$ cat src/rtl/pc_gen_pkg.sv
// rtl/pc_gen_pkg.sv - shared NPC op codes and PC defaults for the fetch-side PC generator
// Optional feature macro used by pc_gen: PC_GEN_PERF_EN.
package pc_gen_pkg;

  localparam logic [31:0] RESET_PC_DEF = 32'h0000_3000;
  localparam logic [31:0] EXC_VEC_DEF  = 32'h0000_4180;
  localparam int          PC_STEP      = 4;

  typedef enum logic [3:0] {
    NPC_SEQ  = 4'd0,
    NPC_BEQ  = 4'd1,
    NPC_BNE  = 4'd2,
    NPC_J    = 4'd3,
    NPC_JAL  = 4'd4,
    NPC_JR   = 4'd5,
    NPC_JALR = 4'd6,
    NPC_ERET = 4'd7
  } npc_op_e;

endpackage

$ cat src/rtl/pc_target_calc.sv
// rtl/pc_target_calc.sv - combinational BR/J/JR/ERET/exception targets and redirect priority mux
module pc_target_calc
  import pc_gen_pkg::*;
#(
  parameter int              PC_W     = 32,
  parameter logic [PC_W-1:0] EXC_VEC  = EXC_VEC_DEF,
  parameter int              ERET_OFS = 4
) (
  input  logic            i_exc_req,
  input  logic [PC_W-1:0] i_epc,
  input  logic [PC_W-1:0] i_d_pc,
  input  logic [3:0]      i_npc_op,
  input  logic            i_br_taken,
  input  logic [PC_W-1:0] i_rs_data,
  input  logic [25:0]     i_ir26,
  output logic [PC_W-1:0] o_target,
  output logic            o_redirect
);

  logic [PC_W-1:0] w_br;
  logic [PC_W-1:0] w_j;
  logic [PC_W-1:0] w_eret;

  assign w_br   = i_d_pc + PC_W'(PC_STEP) + {{(PC_W-18){i_ir26[15]}}, i_ir26[15:0], 2'b00};
  assign w_j    = {i_d_pc[PC_W-1:28], i_ir26, 2'b00};
  assign w_eret = i_epc + PC_W'(ERET_OFS);

  // Exception outranks everything, including an ERET in D on the same cycle.
  always_comb begin
    o_target   = '0;
    o_redirect = 1'b0;
    if (i_exc_req) begin
      o_target   = EXC_VEC;
      o_redirect = 1'b1;
    end else begin
      case (npc_op_e'(i_npc_op))
        NPC_ERET: begin
          o_target   = w_eret;
          o_redirect = 1'b1;
        end
        NPC_JR, NPC_JALR: begin
          o_target   = i_rs_data;
          o_redirect = 1'b1;
        end
        NPC_J, NPC_JAL: begin
          o_target   = w_j;
          o_redirect = 1'b1;
        end
        NPC_BEQ, NPC_BNE: begin
          o_target   = w_br;
          o_redirect = i_br_taken;
        end
        default: begin
          o_target   = '0;
          o_redirect = 1'b0;
        end
      endcase
    end
  end

endmodule

$ cat src/rtl/pc_gen.sv
// rtl/pc_gen.sv - F-stage PC register, fetch handshake and pending-redirect FSM
// Optional counters perf_redir/perf_hold are built when PC_GEN_PERF_EN is defined.
module pc_gen
  import pc_gen_pkg::*;
#(
  parameter int              PC_W     = 32,
  parameter logic [PC_W-1:0] RESET_PC = RESET_PC_DEF,
  parameter logic [PC_W-1:0] EXC_VEC  = EXC_VEC_DEF,
  parameter int              ERET_OFS = 4,
  parameter logic [PC_W-1:0] IM_BASE  = 32'h0000_3000,
  parameter logic [PC_W-1:0] IM_SIZE  = 32'h0000_4000
) (
  input  logic            clk,
  input  logic            reset_n,
  input  logic            stall,
  input  logic            im_ready,
  input  logic            exc_req,
  input  logic [PC_W-1:0] epc,
  input  logic [PC_W-1:0] d_pc,
  input  logic [3:0]      d_npc_op,
  input  logic            d_br_taken,
  input  logic [PC_W-1:0] d_rs_data,
  input  logic [25:0]     d_ir26,
  output logic [PC_W-1:0] f_pc,
  output logic            f_valid,
  output logic            f_adel,
  output logic [PC_W-1:0] d_pc8,
  output logic            redir_pend
`ifdef PC_GEN_PERF_EN
  ,
  output logic [31:0]     perf_redir,
  output logic [31:0]     perf_hold
`endif
);

  typedef enum logic {ST_RUN = 1'b0, ST_HOLD = 1'b1} state_e;

  state_e          r_state;
  logic [PC_W-1:0] r_pc;
  logic [PC_W-1:0] r_pend;
  logic            r_valid;

  logic            w_advance;
  logic [PC_W-1:0] w_target;
  logic            w_redirect;
  logic [PC_W-1:0] w_seq;

  assign w_advance = ~stall & im_ready;
  assign w_seq     = r_pc + PC_W'(PC_STEP);

  pc_target_calc #(
    .PC_W    (PC_W),
    .EXC_VEC (EXC_VEC),
    .ERET_OFS(ERET_OFS)
  ) u_calc (
    .i_exc_req (exc_req),
    .i_epc     (epc),
    .i_d_pc    (d_pc),
    .i_npc_op  (d_npc_op),
    .i_br_taken(d_br_taken),
    .i_rs_data (d_rs_data),
    .i_ir26    (d_ir26),
    .o_target  (w_target),
    .o_redirect(w_redirect)
  );

  // The first cycle after reset presents RESET_PC as a real fetch before stepping.
  always_ff @(posedge clk or negedge reset_n) begin
    if (!reset_n) begin
      r_state <= ST_RUN;
      r_pc    <= RESET_PC;
      r_pend  <= '0;
      r_valid <= 1'b0;
    end else if (exc_req) begin
      r_pc    <= w_target;
      r_pend  <= '0;
      r_state <= ST_RUN;
      r_valid <= 1'b1;
    end else if (!r_valid) begin
      r_valid <= 1'b1;
    end else begin
      case (r_state)
        ST_RUN: begin
          if (w_advance) begin
            r_pc <= w_redirect ? w_target : w_seq;
          end else if (w_redirect) begin
            r_pend  <= w_target;
            r_state <= ST_HOLD;
          end
        end
        ST_HOLD: begin
          if (w_advance) begin
            r_pc    <= r_pend;
            r_state <= ST_RUN;
          end
        end
        default: r_state <= ST_RUN;
      endcase
    end
  end

  assign f_pc       = r_pc;
  assign f_valid    = r_valid;
  assign redir_pend = (r_state == ST_HOLD);
  assign d_pc8      = d_pc + PC_W'(2 * PC_STEP);
  assign f_adel     = (r_pc[1:0] != 2'b00)
                    || ({1'b0, r_pc} <  {1'b0, IM_BASE})
                    || ({1'b0, r_pc} >= ({1'b0, IM_BASE} + {1'b0, IM_SIZE}));

`ifdef PC_GEN_PERF_EN
  logic        w_load_redir;
  logic        w_pc_held;
  logic [31:0] r_perf_redir;
  logic [31:0] r_perf_hold;

  assign w_load_redir = exc_req | (r_valid & w_advance & ((r_state == ST_HOLD) | w_redirect));
  assign w_pc_held    = ~exc_req & (~r_valid | ~w_advance);

  always_ff @(posedge clk or negedge reset_n) begin
    if (!reset_n) begin
      r_perf_redir <= '0;
      r_perf_hold  <= '0;
    end else begin
      if (w_load_redir) r_perf_redir <= r_perf_redir + 32'd1;
      if (w_pc_held)    r_perf_hold  <= r_perf_hold + 32'd1;
    end
  end

  assign perf_redir = r_perf_redir;
  assign perf_hold  = r_perf_hold;
`endif

endmodule

$ cat config.mk
export PLATFORM = sky130hd
export DESIGN_NAME = pc_gen
export DESIGN_NICKNAME = d
export VERILOG_FILES = /design/src/rtl/pc_gen_pkg.sv /design/src/rtl/pc_target_calc.sv /design/src/rtl/pc_gen.sv
export SDC_FILE = /design/constraint.sdc
export NUM_CORES = 1
export LEC_CHECK = 0
export BUFFER_PORTS_ARGS = -buffer_cell sky130_fd_sc_hd__buf_2
export CELL_PAD_IN_SITES_DETAIL_PLACEMENT = 1
export CELL_PAD_IN_SITES_GLOBAL_PLACEMENT = 1
export CORE_ASPECT_RATIO = 0.6
export CORE_MARGIN = 4
export CORE_UTILIZATION = 39
export CTS_CLUSTER_SIZE = 20
export DETAILED_ROUTE_END_ITERATION = 16
export PLACE_DENSITY_LB_ADDON = 0.08
export SLEW_MARGIN = 20
export SYNTH_ARGS = -nofsm -noshare
export SYNTH_HDL_FRONTEND = slang
export SYNTH_HIERARCHICAL = 1
export SYNTH_SLANG_ARGS = --single-unit
$ cat constraint.sdc
create_clock -name clk -period 2.7 [get_ports clk]
set_input_delay 0.405 -clock clk [delete_from_list [all_inputs] [get_ports clk]]
set_output_delay 0.405 -clock clk [all_outputs]
set_load 0.02 [all_outputs]
After elaboration in Yosys (flattened, before gate mapping)
Index checks and enable logic that the tools add are counted.
Word-level totals
  flip-flop bits (word level): 66
  output and inout port bits: 67
  logic and storage cells: 57
Operators by class
  add/sub/neg operators: 5
  magnitude comparators: 2
  equality and inequality tests: 11
  muxes and demuxes: 21
  bitwise gates (word level): 3
  reductions and logical operators: 11
Operators with widths (number)
  $mux W32: 11
  $pmux W32 S4: 1
  $add A32 B3 Y32 const B: 3
  $pmux W32 S2: 1
  $add A32 B32 Y32: 1
  $add A32 B4 Y32 const B: 1
  $ge A32 B15 Y1 const B: 1
  $lt A32 B14 Y1 const B: 1
  $eq A4 B3 Y1 const B: 4
  $eq A4 B2 Y1 const B: 2
  $mux W1: 6
  $reduce_bool A2 Y1: 3
  $reduce_or A2 Y1: 3
  $reduce_or A5 Y1: 1
  $eq A4 B1 Y1 const B: 1
  $ne A2 B2 Y1 const B: 2
  $pmux W1 S2: 2
  $reduce_and A4 Y1: 1
  $ne A3 B2 Y1 const B: 1
  $ne A3 B3 Y1 const B: 1
  $reduce_and A3 Y1: 1
  $logic_or A1 B1 Y1: 2
  $not A1 Y1: 2
  $and A1 B1 Y1: 1

Logic depth before layout (Yosys ltp)
  word-level depth: 9
  depth in mapped cells: 16
  mapped depth without buffers: 16

Cells and area by module
The synthesis kept the hierarchy.
Modules (own cells, without submodules)
  pc_gen: instances 1, cells each 509, area an instance 4134.0 um^2, sequential area each 1654.1 um^2
  pc_target_calc: instances 1, cells each 470, area an instance 3333.2 um^2, sequential area each 0.0 um^2

Worst setup path after synthesis
OpenSTA, ideal clock, no wires.
  path kind: input -> register
  start: input d_pc[3]
  end: register r_pc[29], in the netlist f_pc[29]
  library setup time: 130 ps
  arrival time: 2959 ps
  required time: 2570 ps
  path slack: -388 ps
  stages on the path: 14
  path buffers: 0
  cell sequence: ha_1 ha_1 inv_1 fa_1 nor2b_1 o2111ai_2 nand3_1 nand2_1 o31ai_2 mux2i_1 a211o_1 a221o_1 o21ai_0 nand3_1
Between the ends
  word-level cells in the longest chain between the ends: 9
RTL lines
  from (decl): line pc_gen.sv:19  | input logic [PC_W-1:0] d_pc,
  $add A32 B3 Y32 *: line pc_target_calc.sv:24  | assign w_br = i_d_pc + PC_W'(PC_STEP) + {{(PC_W-18){i_ir26[15]}}, i_ir26[15:0], 2'b00};
  $add A32 B32 Y32 *: line pc_target_calc.sv:24
  $pmux W32 S4 *: line pc_target_calc.sv:36  | case (npc_op_e'(i_npc_op))
  $mux W32 *: line pc_target_calc.sv:32  | if (i_exc_req) begin
  named net w_target[29]: line pc_gen.sv:44  | logic [PC_W-1:0] w_target;
  $mux W32: line pc_gen.sv:85  | r_pc <= w_redirect ? w_target : w_seq;
  $mux W32: line pc_gen.sv:84  | if (w_advance) begin
  $pmux W32 S2: line pc_gen.sv:82  | case (r_state)
  $mux W32: line pc_gen.sv:79  | end else if (!r_valid) begin
  $mux W32 *: line pc_gen.sv:74  | end else if (exc_req) begin
  to (signal assigned): line pc_gen.sv:75  | r_pc <= w_target;
  to (signal assigned): line pc_gen.sv:85
  to (signal assigned): line pc_gen.sv:93  | r_pc <= r_pend;
  to (decl): line pc_gen.sv:39  | logic [PC_W-1:0] r_pc;
The timed path passes the listed nets; every way through them passes the cells marked *. The select of a mux whose other input is x is not followed.
A chain may end at the register's enable or synchronous reset.

Worst setup path in the final report
  start: input d_pc[2]
  end: register r_pc[31], in the netlist f_pc[31]
Same word-level chain as after synthesis.

==> metrics <==
Hold Fails Final Rpt=0; crit path from=d_pc[2]; Post-synth EDFFs=0; via count=10041; Placement Setup Slack=-0.743 ns; fmax=approximately 330 MHz; Hold/Removal Path Class=input pin to asynchronous set/reset pin; register area share after synthesis=0.222; Post-CTS Hold Fix Bufs=0; Die Span Y=115 µm; final instance area=about 11000 µm²; Post-Syn Instances=slightly below 1000; FF+latch count, synth=66; critical path data arrival time=between 3 and 4 ns; number of global-route vias before repair=roughly 10000; commonest non-fill, non-tap cell in the layout=buf_4; first-pass GRT wire length=57400 µm; Core Footprint=18400 µm²; Final WS setup=-0.363 ns; Total GRT Usage=0.334; Setup CP Type=input pin to flip-flop; Num CTS Buffers=9; YS warnings=6; total wire length=between 30000 and 40000 µm; Max-Cap Viols=0; critical path required time=between 2 and 3 ns; commonest non-fill, non-tap cells in the layout=buf_4, buf_2, nand2_1; overflow left after global routing=0; Finish-stage setup viols=23; worst slew pin tran=between 0.6 and 0.7 ns; number of cell rows=38; Placement Cell Area=roughly 10000 µm²; Final Max Tran Viols=0; via density per instance=6.29; total negative slack=-3.22 ns; Die Wd=around 190 µm; Synth Flop Type=dfrtp_1; Final Cycle Share=1.13; Initial Util=0.405; syn_nets=1173; Int Pwr=between 2 and 3 mW; Die ar.=21500 µm²; Final nets=between 1500 and 2000; Clock Tree Root=clkbuf_16; initial antenna violation count=2; H-tree depth=3; Layout area overhead=53.5%; r2r startpoint=f_pc[2]; I/O pin count=a little under 200; Clock transition at path regs=about 0.06 ns; Synth Area per Inst=around 7.6 µm²; CTS tree=built; sw frac=0.387; crit path max fanout=2; Worst Skew=0.00872 ns; RSZ-0062 raised after global routing=yes; wire length per cell=roughly 25 µm; clock latency on the worst-skew pair=between 0.3 and 0.4 ns; Cell variety after synth=75; Post-Syn Area=between 7000 and 8000 µm²; PortBufs=a little under 200; drt drc=0; layout cells sized above 1=0.423; Slew HR=0.553; RePlAce Congestion=between 0.9 and 1; crit path launch type=input pin; maximum VDD drop=~0.00028 V; Net Switching=1.73 mW; failing checks=setup timing; status=complete, but fails checks; DR pass1 iterations=7; DRT iter0 DRCs=1049; dpl hpwl=between 20000 and 30000 µm; Clk pwr share=0.274; crit path capture type=flip-flop; Async S/R FF share, synth=1.00; antenna-violating nets left=0; fin crit period=3.06 ns; clk buf depth=2; CTS sink cnt=between 60 and 70; Leak=5.04 nW; utilization after layout=0.621; PwrDens=approximately 390 nW/µm²; Flop pwr share=0.251; Logic pwr share=0.475; largest net degree at the start of global routing=67
## Yosys cell counts (4+ instances only)
cell type,instances,share of area
a21o_1,5,0.0050
a21oi_1,84,0.056
a221o_1,4,0.0054
a221oi_1,22,0.026
a222oi_1,24,0.032
a22o_1,6,0.0070
a22oi_1,12,0.012
a31oi_1,13,0.011
a41oi_1,4,0.0047
and2_1,7,0.0059
and3_1,13,0.011
and4_1,9,0.011
buf_1,4,0.0020
buf_2,7,0.0047
clkbuf_1,50,0.025
dfrtp_1,64,0.21
ha_1,61,0.10
inv_1,21,0.011
mux2i_1,4,0.0054
nand2_1,146,0.073
nand3_1,40,0.027
nand4_1,28,0.023
nor2_1,57,0.029
nor2b_1,7,0.0059
nor3_1,25,0.017
nor4_1,18,0.015
o21ai_0,61,0.041
o21bai_1,4,0.0040
o221ai_1,5,0.0059
o22ai_1,15,0.013
o2bb2ai_1,6,0.0070
or3_1,9,0.0075
xnor2_1,48,0.056
xor2_1,30,0.035
## power groups by stage
stage / Clock [mW] / Combinational, mW / Sequential (mW)
2_1_floorplan: 0 / 0.873 / 1.15
6_report: 1.23 / 2.12 / 1.12
5_1_grt: 1.29 / 2.25 / 1.13
4_1_cts: 1.23 / 1.93 / 1.12
3_3_place_gp: 0 / 1.70 / 1.13
3_5_place_dp: 0 / 1.75 / 1.13
## critical path: stages
cell and delay, ns:
buf_2 0.11, inv_2 0.08, ha_4 0.15, inv_2 0.04, ha_4 0.15, inv_2 0.05, fa_2 0.23, nor2b_4 0.06
o2111ai_4 0.24, nand3_4 0.15, a211o_4 0.39, a21oi_4 0.20, mux2i_1 0.24, o211ai_2 0.14, a22oi_2 0.17, o21ai_1 0.08
or3b_1 0.38
## timing repair
| action | CTS | global route |
|---|---|---|
| endpoints found under the setup margin | 20 | 32 |
| gates resized for setup | 91 | 54 |
| pin swaps | 38 | 52 |
| setup buffers | 15 | 8 |
## layout make-up
| cell class | instances | area (µm²) |
|---|---|---|
| fill | 2277 | 6980 |
| timing repair buffer | 424 | 2860 |
| antenna | 2 | 5.00 |
| clock buffer | 11 | 253 |
| tap | 240 | 300 |
| sequential | 66 | 1650 |
| clock inverter | 5 | 52.6 |
| multi-input combinational | 828 | 6260 |
| inverter | 21 | 78.8 |
## cells by family (layout without fill, tap and decap cells)
family,after synthesis,count (layout),synth area share
simple gates,388,388,0.264
compound gates,294,294,0.265
buf+inv,85,461,0.0454
xor+xnor,78,78,0.0915
flops,66,66,0.222
fa+ha+maj,62,62,0.105
mux,5,5,0.00687
other cells,1,3,0.000502
## registers in the layout, summed over array words and instances (netlist names)
| register | cells |
|---|---|
| r_pend | 32 |
| redir_pend | 1 |
| f_pc | 32 |
| f_valid | 1 |
## final timing paths
check,depth (start not counted),slack [ns],endpoint
max,17,-0.36,f_pc[31]
min,2,0.06,f_pc[22]
max reg2reg,6,0.44,f_pc[20]
min reg2reg,2,0.53,r_pend[5]
max in group asynchronous,2,2.26,f_pc[13]
min in group clk,3,0.50,r_pend[23]
## metrics by stage
step                      power (mW)  cells  hold slack [ns]
after floorplan                 2.02    979            0.109
after global placement          2.82   1557            0.452
after detailed placement        2.88   1557            0.454
after CTS                       4.28   1587           0.0897
after global routing            4.66   1595            0.113
final                           4.47   1597           0.0649
## routing by layer
| layer | wire length (µm) | up-vias | GRT usage | share of wire |
|---|---|---|---|---|
| met1 | 17100 | 4988 | 0.450 | 0.43 |
| met5 | 23 | - | 0 | 0.00059 |
| met3 | 2960 | 108 | 0.0579 | 0.075 |
| met2 | 18000 | 495 | 0.553 | 0.46 |
| met4 | 1180 | 4 | 0.102 | 0.030 |
| li1 | - | 4446 | - | - |
No activity file was read; power rests on OpenSTA's default activity.
